### src/rtl/fir_out_requant.sv
// ---------------------------------------------------------------------------
// fir_out_requant
//
// Output stage behind the FIR filter. It takes the filter's wide signed
// result stream and processes each sample as follows:
//   1. Rounds each sample half-up and drops SHIFT LSBs.
//   2. Saturates the result to OUT_W signed bits.
//   3. Keeps one of every DECIM valid samples.
//   4. Queues the kept samples in a show-ahead FIFO. The FIFO drives a
//      valid/ready consumer interface.
//
// Ports
//   clk        : rising-edge clock
//   rst_n      : synchronous reset, active low
//   data_in    : IN_W-bit signed sample from the filter
//   valid_in   : qualifies data_in (no backpressure toward the filter)
//   clr_flags  : single-cycle pulse that clears sat_flag and ovf_flag
//   data_out   : OUT_W-bit signed sample at the FIFO head
//   valid_out  : FIFO holds at least one sample
//   ready_out  : consumer takes data_out when valid_out & ready_out
//   fifo_count : current FIFO occupancy
//   sat_flag   : sticky, a kept sample was clamped
//   ovf_flag   : sticky, a kept sample was lost to a full FIFO
// ---------------------------------------------------------------------------
module fir_out_requant #(
  parameter int IN_W       = 36,
  parameter int OUT_W      = 19,
  parameter int SHIFT      = 17,
  parameter int DECIM      = 1,
  parameter int FIFO_DEPTH = 8
) (
  input  logic                          clk,
  input  logic                          rst_n,
  input  logic [IN_W-1:0]               data_in,
  input  logic                          valid_in,
  input  logic                          clr_flags,
  output logic [OUT_W-1:0]              data_out,
  output logic                          valid_out,
  input  logic                          ready_out,
  output logic [$clog2(FIFO_DEPTH):0]   fifo_count,
  output logic                          sat_flag,
  output logic                          ovf_flag
);

  localparam int AW    = $clog2(FIFO_DEPTH);
  localparam int CNT_W = AW + 1;
  localparam int PH_W  = (DECIM > 1) ? $clog2(DECIM) : 1;

  localparam logic [CNT_W-1:0] FULL_CNT = CNT_W'(FIFO_DEPTH);
  localparam logic [PH_W-1:0]  PH_LAST  = PH_W'(DECIM - 1);

  // Rounding and clamp constants, all expressed in the IN_W+1 bit
  // arithmetic domain so that adding the rounding half cannot overflow.
  localparam logic signed [IN_W:0] HALF    = (IN_W+1)'(longint'(1) <<< (SHIFT - 1));
  localparam logic signed [IN_W:0] SAT_MAX = (IN_W+1)'((longint'(1) <<< (OUT_W - 1)) - 1);
  localparam logic signed [IN_W:0] SAT_MIN = -SAT_MAX - 1;

  // -------------------------------------------------------------------------
  // Requantisation (combinational, registered in stage 1)
  // -------------------------------------------------------------------------
  logic signed [IN_W:0] ext_in;
  logic signed [IN_W:0] rnd_sum;
  logic signed [IN_W:0] rnd_shr;
  logic                 sat_hi;
  logic                 sat_lo;
  logic [OUT_W-1:0]     req_data;

  assign ext_in  = $signed({data_in[IN_W-1], data_in});
  assign rnd_sum = ext_in + HALF;
  // The arithmetic shift floors, so adding half first gives round-half-up.
  assign rnd_shr = rnd_sum >>> SHIFT;
  assign sat_hi  = (rnd_shr > SAT_MAX);
  assign sat_lo  = (rnd_shr < SAT_MIN);

  always_comb begin
    req_data = rnd_shr[OUT_W-1:0];
    if (sat_hi) begin
      req_data = SAT_MAX[OUT_W-1:0];
    end else if (sat_lo) begin
      req_data = SAT_MIN[OUT_W-1:0];
    end
  end

  // -------------------------------------------------------------------------
  // Decimator
  // -------------------------------------------------------------------------
  logic [PH_W-1:0] phase_reg;
  logic [PH_W-1:0] phase_next;
  logic            keep;

  assign keep = valid_in && (phase_reg == '0);

  always_comb begin
    phase_next = phase_reg;
    if (valid_in) begin
      if (phase_reg == PH_LAST) begin
        phase_next = '0;
      end else begin
        phase_next = phase_reg + 1'b1;
      end
    end
  end

  // -------------------------------------------------------------------------
  // Stage 1 register: only kept samples become valid here
  // -------------------------------------------------------------------------
  logic             s1_valid_reg;
  logic [OUT_W-1:0] s1_data_reg;

  always_ff @(posedge clk) begin
    if (!rst_n) begin
      phase_reg    <= '0;
      s1_valid_reg <= 1'b0;
      s1_data_reg  <= '0;
    end else begin
      phase_reg    <= phase_next;
      s1_valid_reg <= keep;
      if (keep) begin
        s1_data_reg <= req_data;
      end
    end
  end

  // -------------------------------------------------------------------------
  // Output FIFO (stage 2 push side, consumer pop side)
  // -------------------------------------------------------------------------
  logic [OUT_W-1:0] mem [FIFO_DEPTH];
  logic [AW-1:0]    wr_ptr_reg;
  logic [AW-1:0]    rd_ptr_reg;
  logic [AW-1:0]    rd_ptr_inc;
  logic [CNT_W-1:0] count_reg;
  logic [CNT_W-1:0] count_next;
  logic [OUT_W-1:0] dout_reg;
  logic [OUT_W-1:0] dout_next;
  logic             full;
  logic             pop;
  logic             push;
  logic             drop;

  assign full       = (count_reg == FULL_CNT);
  assign pop        = (count_reg != '0) && ready_out;
  // A full FIFO still accepts the push when the head leaves in the same cycle.
  assign push       = s1_valid_reg && (!full || pop);
  assign drop       = s1_valid_reg && full && !pop;
  assign rd_ptr_inc = rd_ptr_reg + 1'b1;

  always_comb begin
    count_next = count_reg;
    case ({push, pop})
      2'b10:   count_next = count_reg + CNT_W'(1);
      2'b01:   count_next = count_reg - CNT_W'(1);
      default: count_next = count_reg;
    endcase
  end

  // data_out is a register that is loaded with the next head word. When the
  // FIFO drains, it keeps the last popped value. When the next head is the
  // word being pushed right now, that word bypasses the memory.
  always_comb begin
    dout_next = dout_reg;
    if (count_next != '0) begin
      if (pop) begin
        if (count_reg == CNT_W'(1)) begin
          dout_next = s1_data_reg;
        end else begin
          dout_next = mem[rd_ptr_inc];
        end
      end else if (count_reg == '0) begin
        dout_next = s1_data_reg;
      end
    end
  end

  // Storage array has no reset; the occupancy count qualifies its contents.
  always_ff @(posedge clk) begin
    if (rst_n && push) begin
      mem[wr_ptr_reg] <= s1_data_reg;
    end
  end

  always_ff @(posedge clk) begin
    if (!rst_n) begin
      wr_ptr_reg <= '0;
      rd_ptr_reg <= '0;
      count_reg  <= '0;
      dout_reg   <= '0;
    end else begin
      if (push) begin
        wr_ptr_reg <= wr_ptr_reg + 1'b1;
      end
      if (pop) begin
        rd_ptr_reg <= rd_ptr_inc;
      end
      count_reg <= count_next;
      dout_reg  <= dout_next;
    end
  end

  // -------------------------------------------------------------------------
  // Sticky flags; setting wins over a simultaneous clear
  // -------------------------------------------------------------------------
  logic sat_reg;
  logic ovf_reg;

  always_ff @(posedge clk) begin
    if (!rst_n) begin
      sat_reg <= 1'b0;
      ovf_reg <= 1'b0;
    end else begin
      sat_reg <= (keep && (sat_hi || sat_lo)) || (sat_reg && !clr_flags);
      ovf_reg <= drop || (ovf_reg && !clr_flags);
    end
  end

  assign data_out   = dout_reg;
  assign valid_out  = (count_reg != '0);
  assign fifo_count = count_reg;
  assign sat_flag   = sat_reg;
  assign ovf_flag   = ovf_reg;

endmodule

### config.mk
export PLATFORM = sky130hd
export DESIGN_NAME = fir_out_requant
export DESIGN_NICKNAME = d
export VERILOG_FILES = /design/src/rtl/fir_out_requant.sv
export SDC_FILE = /design/constraint.sdc
export NUM_CORES = 1
export LEC_CHECK = 0
export ABC_AREA = 1
export ABC_CLOCK_PERIOD_IN_PS = 3400
export CAP_MARGIN = 25
export CORE_MARGIN = 3
export CORE_UTILIZATION = 55
export CTS_BUF_LIST = sky130_fd_sc_hd__clkbuf_8
export DETAILED_ROUTE_END_ITERATION = 7
export GPL_TIMING_DRIVEN = 1
export PLACE_DENSITY = 0.74
export SYNTH_ARGS = -nofsm -noshare
export SYNTH_HDL_FRONTEND = slang
export SYNTH_SLANG_ARGS = --single-unit
### constraint.sdc
create_clock -name clk -period 3.4 [get_ports clk]
set_clock_uncertainty 0.1 [all_clocks]
set_input_delay 1.02 -clock clk [delete_from_list [all_inputs] [get_ports clk]]
set_output_delay 1.02 -clock clk [all_outputs]
set_load 0.1 [all_outputs]
==> key figures <==
Status
  • Outcome: complete, no violations

Timing
  • Final number of max-transition violations: 0
  • Setup Total Neg Slack: 0 ps
  • Remaining max-slew budget at the tightest pin: 52.5%
  • Setup repair after global routing missed its margin: false
  • Final period utilization: 85.2%
  • Final period demand of the worst path: 2900 ps
  • Final hold viol count: 0
  • Worst Tran Pin Value: 710 ps
  • Highest clock frequency the design can meet: 345 MHz
  • Setup-violating endpoint count in the final report: 0

Pwr
  • Clock network fraction of total power: 27.9%
  • Pleak: 4.43 nW
  • Proportion of total power due to net switching: 37.5%
  • Internal power: 4.58 mW
  • Net Switching: 2.75 mW
  • Flop pwr share: 40.1%
  • Relative contribution of combinational cells to total power: 32.0%
  • Cell area power density: 684 mW/mm^2
  • Worst vdd rail ir drop: 0.000461 V

GRT
  • Total congestion overflow: 0
  • First-pass GRT wire length: 31.9 mm
  • GRT Util Overall: 22.1%
  • Maximum number of pins on one net before global-route repair: 65
  • Antenna violations before repair: 0
  • Vias in the first global route: 6,264

Critical path
  • Critical path data required time: 3790 ps
  • Type of destination of the critical path: register
  • Launching element type of the critical path: input port
  • Length in cells of the worst reg-to-reg path: 16
  • CP Class: in2reg
  • Worst-path fanout max: 38
  • Crit path arrival time: 3290 ps

Synthesis
  • Area fraction of the dominant cell type after synthesis: 49.7%
  • Synth Net Count: 1,028
  • Library cell with the largest summed area after synthesis: sky130_fd_sc_hd__edfxtp_1
  • Number of flip-flops and latches in the synthesized netlist: 203
  • EDFF count, synth: 152
  • Number of warnings reported in the yosys synthesis log: 0
  • Library cells used by synthesis: 34
  • Top cells by instance count after synthesis: sky130_fd_sc_hd__nand2_1 (346), sky130_fd_sc_hd__edfxtp_1 (152), sky130_fd_sc_hd__nand3_1 (123), sky130_fd_sc_hd__nor2_1 (64), sky130_fd_sc_hd__inv_1 (61)
  • Ys async rst share: 0%
  • Primary FF master, synth: sky130_fd_sc_hd__edfxtp_1
  • Register area share after synthesis: 60.9%
  • Mapped Cells: 979
  • Most frequent cell after synthesis: sky130_fd_sc_hd__nand2_1
  • Syn_area_per_cell: 9.37 sq um
  • Dominant cells by area after synthesis: sky130_fd_sc_hd__edfxtp_1 (50%), sky130_fd_sc_hd__nand2_1 (14%), sky130_fd_sc_hd__dfxtp_1 (11%), sky130_fd_sc_hd__nand3_1 (6.7%), sky130_fd_sc_hd__nor2_1 (2.6%)
  • Post-synthesis cell area: 0.00918 sq mm

Die
  • Die boundary width: 135 microns
  • Die Outline Area: 0.0183 sq mm
  • Core Box Area: 0.0161 sq mm
  • Number of I/O pins: 67
  • Number of standard-cell rows in the floorplan: 46
  • Die outline height: 135 microns
  • Starting Density: 56.9%

Job
  • Maxcap violations: 0

Placed design
  • RD Place Congestion: 0.867
  • Post-detailed-placement half-perimeter wirelength: 11.9 mm
  • Port Buffer Count: 50
  • Total cell area at the placement stage: 0.0100 sq mm

Clock tree
  • Sinks on Clock Net: 203
  • Max Buffers Root-to-Sink: 3
  • Cell at the root of the clock tree: sky130_fd_sc_hd__clkbuf_8
  • Post-CTS setup buffer count: 0
  • Gates resized, CTS repair: 0
  • Source-to-sink clock delay at the later pin of the worst-skew pair: 550 ps
  • CTS HTree Levels: 1
  • CTS tree: built
  • Clk pin slew, worst setup/hold paths: 60 ps
  • Cts-stage hold buffer count: 0
  • Inserted Clock Buffers: 31

Finish
  • Largest register FFs: 152
  • Number of antenna diodes: 0
  • Fraction of layout cells with a size suffix above 1: 15.3%
  • Post-route cell area: 0.0107 sq mm
  • Area added between synthesis and finish: 16.6%
  • Final net count: 1,098

Detailed routing
  • Total length of routed wires: 19.9 mm
  • Antenna Violating Nets Remaining: 0
  • First-iteration detailed-routing DRC count: 493
  • Total number of vias: 6,760
  • Routed wire length per instance: 15.4 microns
  • Routed via count divided by cell count: 5.24
  • DRC violation count after routing: 0
  • Pre-Repair DR Iteration Count: 6

Min path
  • Min-Delay Path Class: reg2reg
  • Number of stages on the worst hold path: 2
metrics by stage:
stage	util (%)	worst slack [ps]	std cells	hold WS [ps]	power (mW)
floorplan	-	-79.3	979	392	4.79
global placement	62.3	-67.1	1232	358	5.30
detailed placement	62.3	-47.3	1232	362	5.33
CTS	66.4	502	1290	374	7.35
global route	66.4	266	1290	405	7.67
finish	66.4	504	1290	372	7.32
worst max-delay path: stages:
cell	delay, ps
sky130_fd_sc_hd__clkdlybuf4s50_1	420
sky130_fd_sc_hd__inv_1	80
sky130_fd_sc_hd__nand4_1	150
sky130_fd_sc_hd__nand2_1	120
sky130_fd_sc_hd__inv_1	60
sky130_fd_sc_hd__ha_1	340
sky130_fd_sc_hd__inv_2	100
sky130_fd_sc_hd__nand3_1	80
sky130_fd_sc_hd__nand2_1	80
sky130_fd_sc_hd__nand2_1	60
sky130_fd_sc_hd__nor2_1	100
sky130_fd_sc_hd__nand3_1	150
sky130_fd_sc_hd__buf_12	210
sky130_fd_sc_hd__nand3_1	140
sky130_fd_sc_hd__nand2_1	70
sky130_fd_sc_hd__nor2_1	80
final timing paths:
path              slack [ps]          start          end
setup / recovery         500      ready_out  data_out[8]
hold / removal           370       sat_flag     sat_flag
setup reg to reg         720  fifo_count[0]  data_out[8]
hold reg to reg          370       sat_flag     sat_flag
layer usage:
metal,wire (microns),vias up,GRT usage [%]
li1,-,3388,-
met1,8440,3091,30.0
met2,9720,253,37.6
met3,1390,28,2.71
met4,372,0,7.00
met5,0,-,0
power groups by stage:
stage	clock network [mW]	logic, mW	registers (mW)
3_5_place_dp	0	2.34	2.99
4_1_cts	2.07	2.35	2.94
5_1_grt	2.17	2.54	2.95
2_1_floorplan	0	1.11	3.68
3_3_place_gp	0	2.32	2.98
6_report	2.04	2.34	2.94
cell type report:
| cell class | count | area [sq um] |
|---|---|---|
| Multi-Input combinational cell | 660 | 3110 |
| Inverter | 70 | 265 |
| Sequential cell | 203 | 5590 |
| Fill cell | 1262 | 5420 |
| Timing Repair Buffer | 83 | 808 |
| Tap cell | 216 | 270 |
| Clock buffer | 37 | 509 |
| Clock inverter | 21 | 140 |
cells in the final DEF, fill, tap and decap left out, types with 2 or more instances in the layout:
cell and n:
sky130_fd_sc_hd__dfxtp_1 48, sky130_fd_sc_hd__a21oi_1 30, sky130_fd_sc_hd__xor2_1 7, sky130_fd_sc_hd__nand3b_1 2, sky130_fd_sc_hd__buf_12 10, sky130_fd_sc_hd__clkinv_1 4
sky130_fd_sc_hd__o21ai_0 16, sky130_fd_sc_hd__dfxtp_2 3, sky130_fd_sc_hd__buf_4 49, sky130_fd_sc_hd__a21oi_2 10, sky130_fd_sc_hd__nand3_1 123, sky130_fd_sc_hd__nand2_1 346
sky130_fd_sc_hd__nor2_4 4, sky130_fd_sc_hd__bufinv_16 2, sky130_fd_sc_hd__clkinv_2 4, sky130_fd_sc_hd__o21ai_1 8, sky130_fd_sc_hd__nor3_2 4, sky130_fd_sc_hd__xnor2_1 4
sky130_fd_sc_hd__inv_2 8, sky130_fd_sc_hd__inv_1 71, sky130_fd_sc_hd__nor2_2 7, sky130_fd_sc_hd__nand3_2 13, sky130_fd_sc_hd__nand2_4 2, sky130_fd_sc_hd__clkdlybuf4s50_1 24
sky130_fd_sc_hd__edfxtp_1 152, sky130_fd_sc_hd__ha_1 8, sky130_fd_sc_hd__nand2_2 5, sky130_fd_sc_hd__nor2_1 60, sky130_fd_sc_hd__clkbuf_8 37, sky130_fd_sc_hd__nand4_1 4
cell families (layout without fill, tap and decap cells):
| family | Yosys count | count (layout) | synth area share, % |
|---|---|---|---|
| AOI/OAI and AO/OA | 67 | 67 | 4.14 |
| adders and majority gates | 8 | 8 | 1.09 |
| buffers and inverters | 116 | 211 | 5.62 |
| xor gates and xnor gates | 12 | 12 | 1.15 |
| and+or+nand+nor | 573 | 573 | 27.1 |
| DFF | 203 | 203 | 60.9 |
(Power assumes the default switching activity.)
